### config.mk
export PLATFORM = sky130hd
export DESIGN_NAME = peak_frame_arbiter
export DESIGN_NICKNAME = d
export VERILOG_FILES = /design/src/rtl/peak_frame_arbiter.sv
export SDC_FILE = /design/constraint.sdc
export NUM_CORES = 1
export LEC_CHECK = 0
export ABC_AREA = 1
export CELL_PAD_IN_SITES_DETAIL_PLACEMENT = 1
export CELL_PAD_IN_SITES_GLOBAL_PLACEMENT = 2
export CORE_MARGIN = 2
export CORE_UTILIZATION = 26
export CTS_CLUSTER_SIZE = 24
export DETAILED_ROUTE_END_ITERATION = 10
export GPL_TIMING_DRIVEN = 1
export PLACE_DENSITY_LB_ADDON = 0.3
export SYNTH_ARGS = -nofsm -noshare
export SYNTH_HDL_FRONTEND = slang
export SYNTH_SLANG_ARGS = --single-unit
### constraint.sdc
create_clock -name i_clk -period 4.36 [get_ports i_clk]
set_clock_uncertainty 0.05 [all_clocks]
set_input_delay 0.872 -clock i_clk [delete_from_list [all_inputs] [get_ports i_clk]]
set_output_delay 0.872 -clock i_clk [all_outputs]
set_load 0.02 [all_outputs]
### src/rtl/peak_frame_arbiter.sv
// Purpose : shares one peak detector between two FFT streams, one whole frame at a time, round-robin per frame.
// Latency : 1 cycle from selected channel input to det_* outputs; results burst tagged via o_res_chan.
// Backpr. : none (streams cannot stall); unserviceable sops are dropped and counted, malformed frames aborted.
// Ports   : i_s0_*/i_s1_* channel streams in, o_det_* stream to detector, i_res_valid/i_res_eop detector result
//           handshake, o_res_chan owner of the result burst, o_busy, o_err_len/o_err_tmo pulses, o_drop_cnt0/1.
module peak_frame_arbiter #(
  parameter int SIZE    = 1024,
  parameter int WIDTH   = 24,
  parameter int TIMEOUT = 4096
) (
  input  logic             i_clk,
  input  logic             i_reset,
  input  logic             i_s0_sop,
  input  logic             i_s0_eop,
  input  logic             i_s0_valid,
  input  logic [WIDTH-1:0] i_s0_mag,
  input  logic [15:0]      i_s0_phase,
  input  logic             i_s1_sop,
  input  logic             i_s1_eop,
  input  logic             i_s1_valid,
  input  logic [WIDTH-1:0] i_s1_mag,
  input  logic [15:0]      i_s1_phase,
  output logic             o_det_sop,
  output logic             o_det_eop,
  output logic             o_det_valid,
  output logic [WIDTH-1:0] o_det_mag,
  output logic [15:0]      o_det_phase,
  input  logic             i_res_valid,
  input  logic             i_res_eop,
  output logic             o_res_chan,
  output logic             o_busy,
  output logic             o_err_len,
  output logic             o_err_tmo,
  output logic [7:0]       o_drop_cnt0,
  output logic [7:0]       o_drop_cnt1
);

  localparam int CW = $clog2(SIZE) + 1;
  localparam int WW = $clog2(TIMEOUT) + 1;
  localparam logic [CW-1:0] C_SIZE     = CW'(SIZE);
  localparam logic [WW-1:0] C_TMO_LAST = WW'(TIMEOUT - 1);

  typedef enum logic [1:0] {S_IDLE = 2'd0, S_FWD = 2'd1, S_WAIT = 2'd2} state_t;

  state_t           r_state, w_state_n;
  logic             r_sel, r_last, r_res_chan;
  logic [CW-1:0]    r_cnt;
  logic [WW-1:0]    r_wcnt;
  logic [7:0]       r_drop0, r_drop1;
  logic             r_det_sop, r_det_eop, r_det_vld;
  logic [WIDTH-1:0] r_det_mag;
  logic [15:0]      r_det_phase;
  logic             r_err_len, r_err_tmo;

  logic             w_req0, w_req1;
  logic             w_cur_vld, w_cur_sop, w_cur_eop;
  logic [CW-1:0]    w_cnt_inc;
  logic             w_grant, w_grant_ch, w_fwd, w_abort, w_short, w_full, w_tmo;
  logic             w_drop0, w_drop1;
  logic             w_det_sop_n, w_det_eop_n, w_det_vld_n;
  logic [WIDTH-1:0] w_det_mag_n;
  logic [15:0]      w_det_phase_n;

  assign w_req0    = i_s0_valid & i_s0_sop;
  assign w_req1    = i_s1_valid & i_s1_sop;
  assign w_cur_vld = r_sel ? i_s1_valid : i_s0_valid;
  assign w_cur_sop = r_sel ? i_s1_sop   : i_s0_sop;
  assign w_cur_eop = r_sel ? i_s1_eop   : i_s0_eop;
  assign w_cnt_inc = r_cnt + CW'(1);

  // State register plus the counters and registered outputs it governs.
  always_ff @(posedge i_clk) begin
    if (i_reset) begin
      r_state     <= S_IDLE;
      r_sel       <= 1'b0;
      r_last      <= 1'b1;
      r_res_chan  <= 1'b0;
      r_cnt       <= '0;
      r_wcnt      <= '0;
      r_drop0     <= 8'd0;
      r_drop1     <= 8'd0;
      r_det_sop   <= 1'b0;
      r_det_eop   <= 1'b0;
      r_det_vld   <= 1'b0;
      r_det_mag   <= '0;
      r_det_phase <= '0;
      r_err_len   <= 1'b0;
      r_err_tmo   <= 1'b0;
    end else begin
      r_state <= w_state_n;
      if (w_grant) begin
        r_sel      <= w_grant_ch;
        r_res_chan <= w_grant_ch;
        r_cnt      <= CW'(1);
      end else if (w_fwd) begin
        r_cnt <= w_cnt_inc;
      end
      // Only a complete frame counts as "served" for the round-robin tie-break.
      if (w_full) r_last <= w_grant_ch;
      r_wcnt <= (r_state == S_WAIT) ? r_wcnt + WW'(1) : '0;
      if (w_drop0 && r_drop0 != 8'hFF) r_drop0 <= r_drop0 + 8'd1;
      if (w_drop1 && r_drop1 != 8'hFF) r_drop1 <= r_drop1 + 8'd1;
      r_det_sop   <= w_det_sop_n;
      r_det_eop   <= w_det_eop_n;
      r_det_vld   <= w_det_vld_n;
      r_det_mag   <= w_det_mag_n;
      r_det_phase <= w_det_phase_n;
      r_err_len   <= w_short | w_abort;
      r_err_tmo   <= w_tmo;
    end
  end

  // Next-state and event decode.
  always_comb begin
    w_state_n  = r_state;
    w_grant    = 1'b0;
    w_grant_ch = r_sel;
    w_fwd      = 1'b0;
    w_abort    = 1'b0;
    w_short    = 1'b0;
    w_full     = 1'b0;
    w_tmo      = 1'b0;
    w_drop0    = 1'b0;
    w_drop1    = 1'b0;
    case (r_state)
      S_IDLE: begin
        if (w_req0 && w_req1) begin
          // Tie: the channel not served last wins, the other is dropped.
          w_grant    = 1'b1;
          w_grant_ch = ~r_last;
          w_drop0    = ~r_last;
          w_drop1    = r_last;
        end else if (w_req0) begin
          w_grant    = 1'b1;
          w_grant_ch = 1'b0;
        end else if (w_req1) begin
          w_grant    = 1'b1;
          w_grant_ch = 1'b1;
        end
        if (w_grant) begin
          if (w_grant_ch ? i_s1_eop : i_s0_eop) begin
            // Single-beat frame: complete only when SIZE is 1.
            if (SIZE == 1) begin
              w_full    = 1'b1;
              w_state_n = S_WAIT;
            end else begin
              w_short = 1'b1;
            end
          end else begin
            w_state_n = S_FWD;
          end
        end
      end
      S_FWD: begin
        if (r_sel) w_drop0 = w_req0;
        else       w_drop1 = w_req1;
        if (w_cur_vld) begin
          // r_cnt == SIZE means the frame is already full and this beat has no place in it.
          if (w_cur_sop || r_cnt == C_SIZE) begin
            w_abort   = 1'b1;
            w_state_n = S_IDLE;
          end else begin
            w_fwd = 1'b1;
            if (w_cur_eop) begin
              if (w_cnt_inc == C_SIZE) begin
                w_full    = 1'b1;
                w_state_n = S_WAIT;
              end else begin
                w_short   = 1'b1;
                w_state_n = S_IDLE;
              end
            end
          end
        end
      end
      S_WAIT: begin
        w_drop0 = w_req0;
        w_drop1 = w_req1;
        if (i_res_valid && i_res_eop) begin
          w_state_n = S_IDLE;
        end else if (r_wcnt == C_TMO_LAST) begin
          w_tmo     = 1'b1;
          w_state_n = S_IDLE;
        end
      end
      default: w_state_n = S_IDLE;
    endcase
  end

  // Next value of the detector-side stream registers.
  always_comb begin
    w_det_vld_n   = 1'b0;
    w_det_sop_n   = 1'b0;
    w_det_eop_n   = 1'b0;
    w_det_mag_n   = '0;
    w_det_phase_n = '0;
    if (w_grant || w_fwd) begin
      w_det_vld_n = 1'b1;
      if ((w_grant && w_grant_ch) || (!w_grant && r_sel)) begin
        w_det_sop_n   = i_s1_sop;
        w_det_eop_n   = i_s1_eop;
        w_det_mag_n   = i_s1_mag;
        w_det_phase_n = i_s1_phase;
      end else begin
        w_det_sop_n   = i_s0_sop;
        w_det_eop_n   = i_s0_eop;
        w_det_mag_n   = i_s0_mag;
        w_det_phase_n = i_s0_phase;
      end
    end
    // Abort closes the partial frame with a data-less eop so the detector resets.
    if (w_abort) w_det_eop_n = 1'b1;
  end

  assign o_det_sop   = r_det_sop;
  assign o_det_eop   = r_det_eop;
  assign o_det_valid = r_det_vld;
  assign o_det_mag   = r_det_mag;
  assign o_det_phase = r_det_phase;
  assign o_res_chan  = r_res_chan;
  assign o_busy      = (r_state != S_IDLE);
  assign o_err_len   = r_err_len;
  assign o_err_tmo   = r_err_tmo;
  assign o_drop_cnt0 = r_drop0;
  assign o_drop_cnt1 = r_drop1;

endmodule

======== Word level (Yosys, flattened, before mapping) ========
Cells that the tools add are included.
word-level totals
  input port bits ......................... 90
  register bits ........................... 89
  logic and storage cells ................. 112
  output and inout bits ................... 63
operators by class
  bitwise gates (word level) .............. 6
  eq/ne operators ......................... 12
  reductions and logical operators ........ 18
  add/subtract/negate cells ............... 4
  mux-type cells .......................... 57
operators with widths
  cell                                             count
  two-way mux 1 bit                                43
  two-way mux 24 bit                               1
  == test 11 bit, second input constant            2
  adder 8 x 1 -> 8 bit, second input constant      2
  two-way mux 16 bit                               1
  two-way mux 2 bit                                8
  != test 8 bit, second input constant             2
  adder 13 x 1 -> 13 bit, second input constant    1
  == test 13 x 12 -> 1 bit, second input constant  1
  adder 11 x 1 -> 11 bit, second input constant    1
  logical AND 1 bit                                6
  case mux 1 bit (3 select lines)                  2
  case mux 2 bit (3 select lines)                  1
  OR reduction 2 bit                               3
  AND reduction 5 bit                              1
  != test 2 bit, second input constant             2
  nonzero test 2 bit                               2
  logical OR 1 bit                                 3
  != test 3 x 1 -> 1 bit, second input constant    1
  != test 3 bit, second input constant             1
  NOT 1 bit                                        3
  OR reduction 3 bit                               1
  bitwise AND 1 bit                                2
  == test 2 x 1 -> 1 bit, second input constant    1
  other kinds (6)                                  6

======== Depth between registers and ports, before layout ========
  depth after elaboration ................. 12
  mapped depth ............................ 13
  mapped depth without buffers ............ 13

======== Worst setup path after synthesis ========
OpenSTA, ideal clock, no wires.
  kind .................................... input to register
  start ................................... input i_s1_valid
  end ..................................... register r_drop1[4], in the netlist o_drop_cnt1[4]
  slack ................................... 2.446 ns
  required time ........................... 4.197 ns
  arrival ................................. 1.751 ns
  cell stages on the path ................. 11
  library setup time ...................... 0.113 ns
  buffers on the path ..................... 0
  cells stage by stage .................... nand2_1 nor2_2 nand3_1 nand2_1 nand2_2 inv_2 nand3_1 nor2_1 nand2_1 nand2_1 nor2_1
between the ends
  word-level cells in the longest chain between the ends .. 5
  elaborated cells on any way between the ends .. 6
  classes of those cells .................. mux (3); bitwise (1); reduce/logical (2)
ends and longest elaborated chain
  element                              line  source
  start, declared                      20    input logic i_s1_valid,
  bitwise AND 1 bit (*)                65    assign w_req1 = i_s1_valid & i_s1_sop;
  logical AND 1 bit                    127   if (w_req0 && w_req1) begin
  two-way mux 1 bit                    127
  case mux 1 bit (3 select lines) (*)  125   case (r_state)
  logical AND 1 bit (*)                102   if (w_drop1 && r_drop1 != 8'hFF) r_drop1 <= r_drop1 + 8'd1;
  end signal, assigned                 102
  end, declared                        49    logic [7:0] r_drop0, r_drop1;
Mark *: on every way between the ends. The rest lies on a longest branch, timed or not.
A chain may end at the register's enable or synchronous reset.

======== Worst setup path in the final report ========
  start ................................... input i_s0_valid
  end ..................................... register r_det_eop, in the netlist o_det_eop
between the ends
  word-level cells in the longest chain between the ends .. 11
  elaborated cells on any way between the ends .. 23
  classes of those cells .................. mux (16); bitwise (1); reduce/logical (6)
ends and longest elaborated chain
  element                                                        line      source
  start, declared                                                15        input logic i_s0_valid,
  bitwise AND 1 bit                                              64        assign w_req0 = i_s0_valid & i_s0_sop;
  two-way mux 1 bit / logical AND 1 bit (equally long branches)  133, 127
  two-way mux 1 bit                                              127
  two-way mux 1 bit (2 in series)                                125
  zero test 1 bit                                                199       if ((w_grant && w_grant_ch) || (!w_grant && r_sel)) begin
  logical AND 1 bit                                              199
  logical OR 1 bit                                               199
  two-way mux 1 bit                                              199
  two-way mux 1 bit                                              197       if (w_grant || w_fwd) begin
  two-way mux 1 bit (*)                                          212       if (w_abort) w_det_eop_n = 1'b1;
  end signal, assigned                                           104       r_det_eop <= w_det_eop_n;
  end, declared                                                  50        logic r_det_sop, r_det_eop, r_det_vld;
Mark *: on every way between the ends. The rest lies on a longest branch, timed or not. The select of a mux whose other input is x is not followed.

==> reports/results.ini <==
[clocking]
path_clk_slew_ps = 60
cts_sinks = 89
cts_resized = 0
cts_max_level = 3
cts_setup_buffers = 0
clock_latency_ps = 350
cts_tree = done
cts_buffer_depth = 2
cts_buffers = 9
postCtsHoldBufs = 0
cts-root-buf = clkbuf_16

[critical_path]
cp_num_buf_inv = 1
crit_family = simple AND/OR/NAND/NOR gates
cpMaxStageDelayCell = nand2_4
start_kind = input pin
required_ps = 4510
critPathArrivalTime_ps = 2780
path_cells = clkdlybuf4s50_1, or2_1, o21ai_2, nor2_4, nand3_4, nand2_2, nand2_4, o21ai_0
startpoint = i_s0_valid
r2r_start = o_res_chan
cp_max_fo = 43
crit_type = in2reg
endpoint_kind = register
slowest_delay_ps = 550

[die]
io_pins = 153
die_h_microns = 131.3
start_util_pct = 26.54
die-area_sq_mm = 0.01725
core-area_sq_mm = 0.01589
num_rows = 46
die_w_microns = 131.3

[pwr]
seq_power_share_pct = 41.3
p_total_mw = 2.104
p_sw_uw = 590.5
p_per_area_mw_per_mm2 = 338.5
comb_power_share_pct = 20.1
power.share.clock_pct = 38.6
vdd_drop_max_mv = 0.1658
sw_frac_of_total_pct = 28.06
internal_power_mw = 1.514
leakagePower_nw = 2.374

[timing]
max_slew_margin_pct = 50.92
timing.setup.tns_ps = 0
fmax_ghz = 0.3802
finalCritPeriodShare_pct = 60.33
worst-slew-pin-transition_ps = 736.3
setup_slack_ps = 1730
slew_viol_final = 0
fin_hold_ws_ps = 402.8
finalHoldViolCount = 0
rsz0062_at_grt = no
min_period_ps = 2630
setup_violations = 0

[yosys]
synth_nets = 668
synthFlopType = dfxtp_1
ys_types = 38
synth.ff_latch_count = 89
ys_seq_area_share_pct = 42.27
synth_edf_count = 0
yosys_warnings = 0
synthArstFlopShare_pct = 0
synth_area_sq_mm = 0.004215
synth_cells = 573
syn_avg_cell_area_sq_um = 7.357

[global_routing]
grt_pass1_wl_microns = 22140
antenna_found_initial = 0
grt_use_total_pct = 16.07
grt_max_degree = 45
grt_pass1_vias = 4358
overflow = 0

[route]
drt_iter0_markers = 107
drt-pass1-iter-count = 4
drc = 0
wl_per_cell_microns = 14.28
route.detailed.vias_per_inst = 4.451
wirelength_microns = 13470
ant_nets = 0
vias = 4197

[final_layout]
fillers = 1972
drive_gt1_share_pct = 11.42
area_delta_synth_final_pct = 47.46
layout_common_cells = 185 x nand2_1, 152 x clkdlybuf4s50_1, 89 x dfxtp_1
fin_nets = 817
seq_area_sq_mm = 0.001782
final_cell_area_sq_mm = 0.006216
multi_input_area_sq_mm = 0.002116
final_common_cell = nand2_1
antenna_cells = 0

[min_path]
worstHoldPathType = reg2reg
hold_start = r_wcnt[0]

[placed_design]
gp_congestion = 0.7805
post-place-ws_ps = 1320
dp_hpwl_microns = 10340
port-buffer-count = 152
placed_area_sq_mm = 0.005908

[flow_run]
max-cap-violations = 0

[outcome]
outcome = finished, final reports clean

[cell usage after synthesis, types with 2 or more instances]
library cell | instances | area, sq um
o21ai_0 | 14 | 70.07
dfxtp_1 | 89 | 1782
nor2_1 | 53 | 198.9
a211oi_1 | 11 | 82.58
o21ai_2 | 3 | 26.28
nor3_2 | 2 | 20.02
nor3_1 | 8 | 40.04
nand4_1 | 6 | 37.54
xor2_1 | 4 | 35.03
a21oi_1 | 23 | 115.1
nor2_2 | 3 | 18.77
buf_6 | 5 | 56.30
clkbuf_1 | 2 | 7.510
ha_1 | 5 | 62.56
inv_1 | 48 | 180.2
xnor2_1 | 4 | 35.03
nor2_4 | 2 | 22.52
o21ai_1 | 3 | 15.01
inv_2 | 4 | 15.01
buf_2 | 7 | 35.03
nand2_1 | 185 | 694.4
a21oi_2 | 40 | 350.3
buf_4 | 2 | 15.01
nand3_1 | 29 | 145.1
nand2_2 | 8 | 50.05
[worst register-to-register path, delay by kind of cell, from the launching register on]
kind            cells  cell delay (ps)
compound gates      1              300
flops               1              500
mux                 1              450
simple gates        3              860
[per-layer routing]
| layer | up-vias | part of all wire, % | global-route usage (%) |
|---|---|---|---|
| li1 | 2139 | - | - |
| met4 | 0 | 2.3 | 5.314 |
| met2 | 83 | 50 | 27.84 |
| met1 | 1957 | 42 | 18.64 |
| met3 | 18 | 5.2 | 5.363 |
| met5 | - | 0 | 0 |
[worst paths after layout]
kind                                       end  slack [ps]  depth (start not counted)
worst max-delay path                 o_det_eop        1730                          8
worst min-delay path                 r_wcnt[0]         400                          1
worst max register to register  o_det_phase[0]        2140                          5
worst min register to register       r_wcnt[0]         400                          1
[state kept, by name, indices dropped and copies added, names as in the netlist, 2 cells and up]
| name | count |
|---|---|
| o_det_mag | 24 |
| o_det_phase | 16 |
| r_wcnt | 13 |
| r_cnt | 11 |
| o_drop_cnt0 | 8 |
| o_drop_cnt1 | 8 |
| r_state | 2 |
[stage by stage]
| stage | util, % | instances |
|---|---|---|
| finish | 39.13 | 943 |
| global route | 39.13 | 943 |
| detailed placement | 37.19 | 927 |
| global placement | 37.19 | 927 |
| CTS | 39.13 | 943 |
| floorplan | - | 573 |
[layout make-up]
type,instances,share of cell area (%)
Multi-Input combinational cell,414,34.04
Sequential cell,89,28.66
Timing Repair Buffer,154,24.72
Tap cell,216,4.348
Clock buffer,12,4.126
Inverter,54,3.281
Clock inverter,4,0.8253
[power groups by stage]
stage	registers (mW)	clock network (mW)	logic, mW
floorplan	0.929	0	0.193
global placement	0.887	0	0.422
finish	0.869	0.811	0.424
global route	0.873	0.876	0.464
CTS	0.870	0.843	0.432
detailed placement	0.889	0	0.430
[logic make-up (layout without fill, tap and decap cells)]
group                      count (synthesis)  count (layout)  synth area share, %
and+or+nand+nor                          303             303                30.66
xor gates and xnor gates                   8               8                1.662
DFF                                       89              89                42.27
buffers and inverters                     70             224                7.539
muxes                                      1               1               0.2375
AOI/OAI and AO/OA                         97              97                16.15
adders and majority gates                  5               5                1.484
Power figures use the tool's default switching activity.
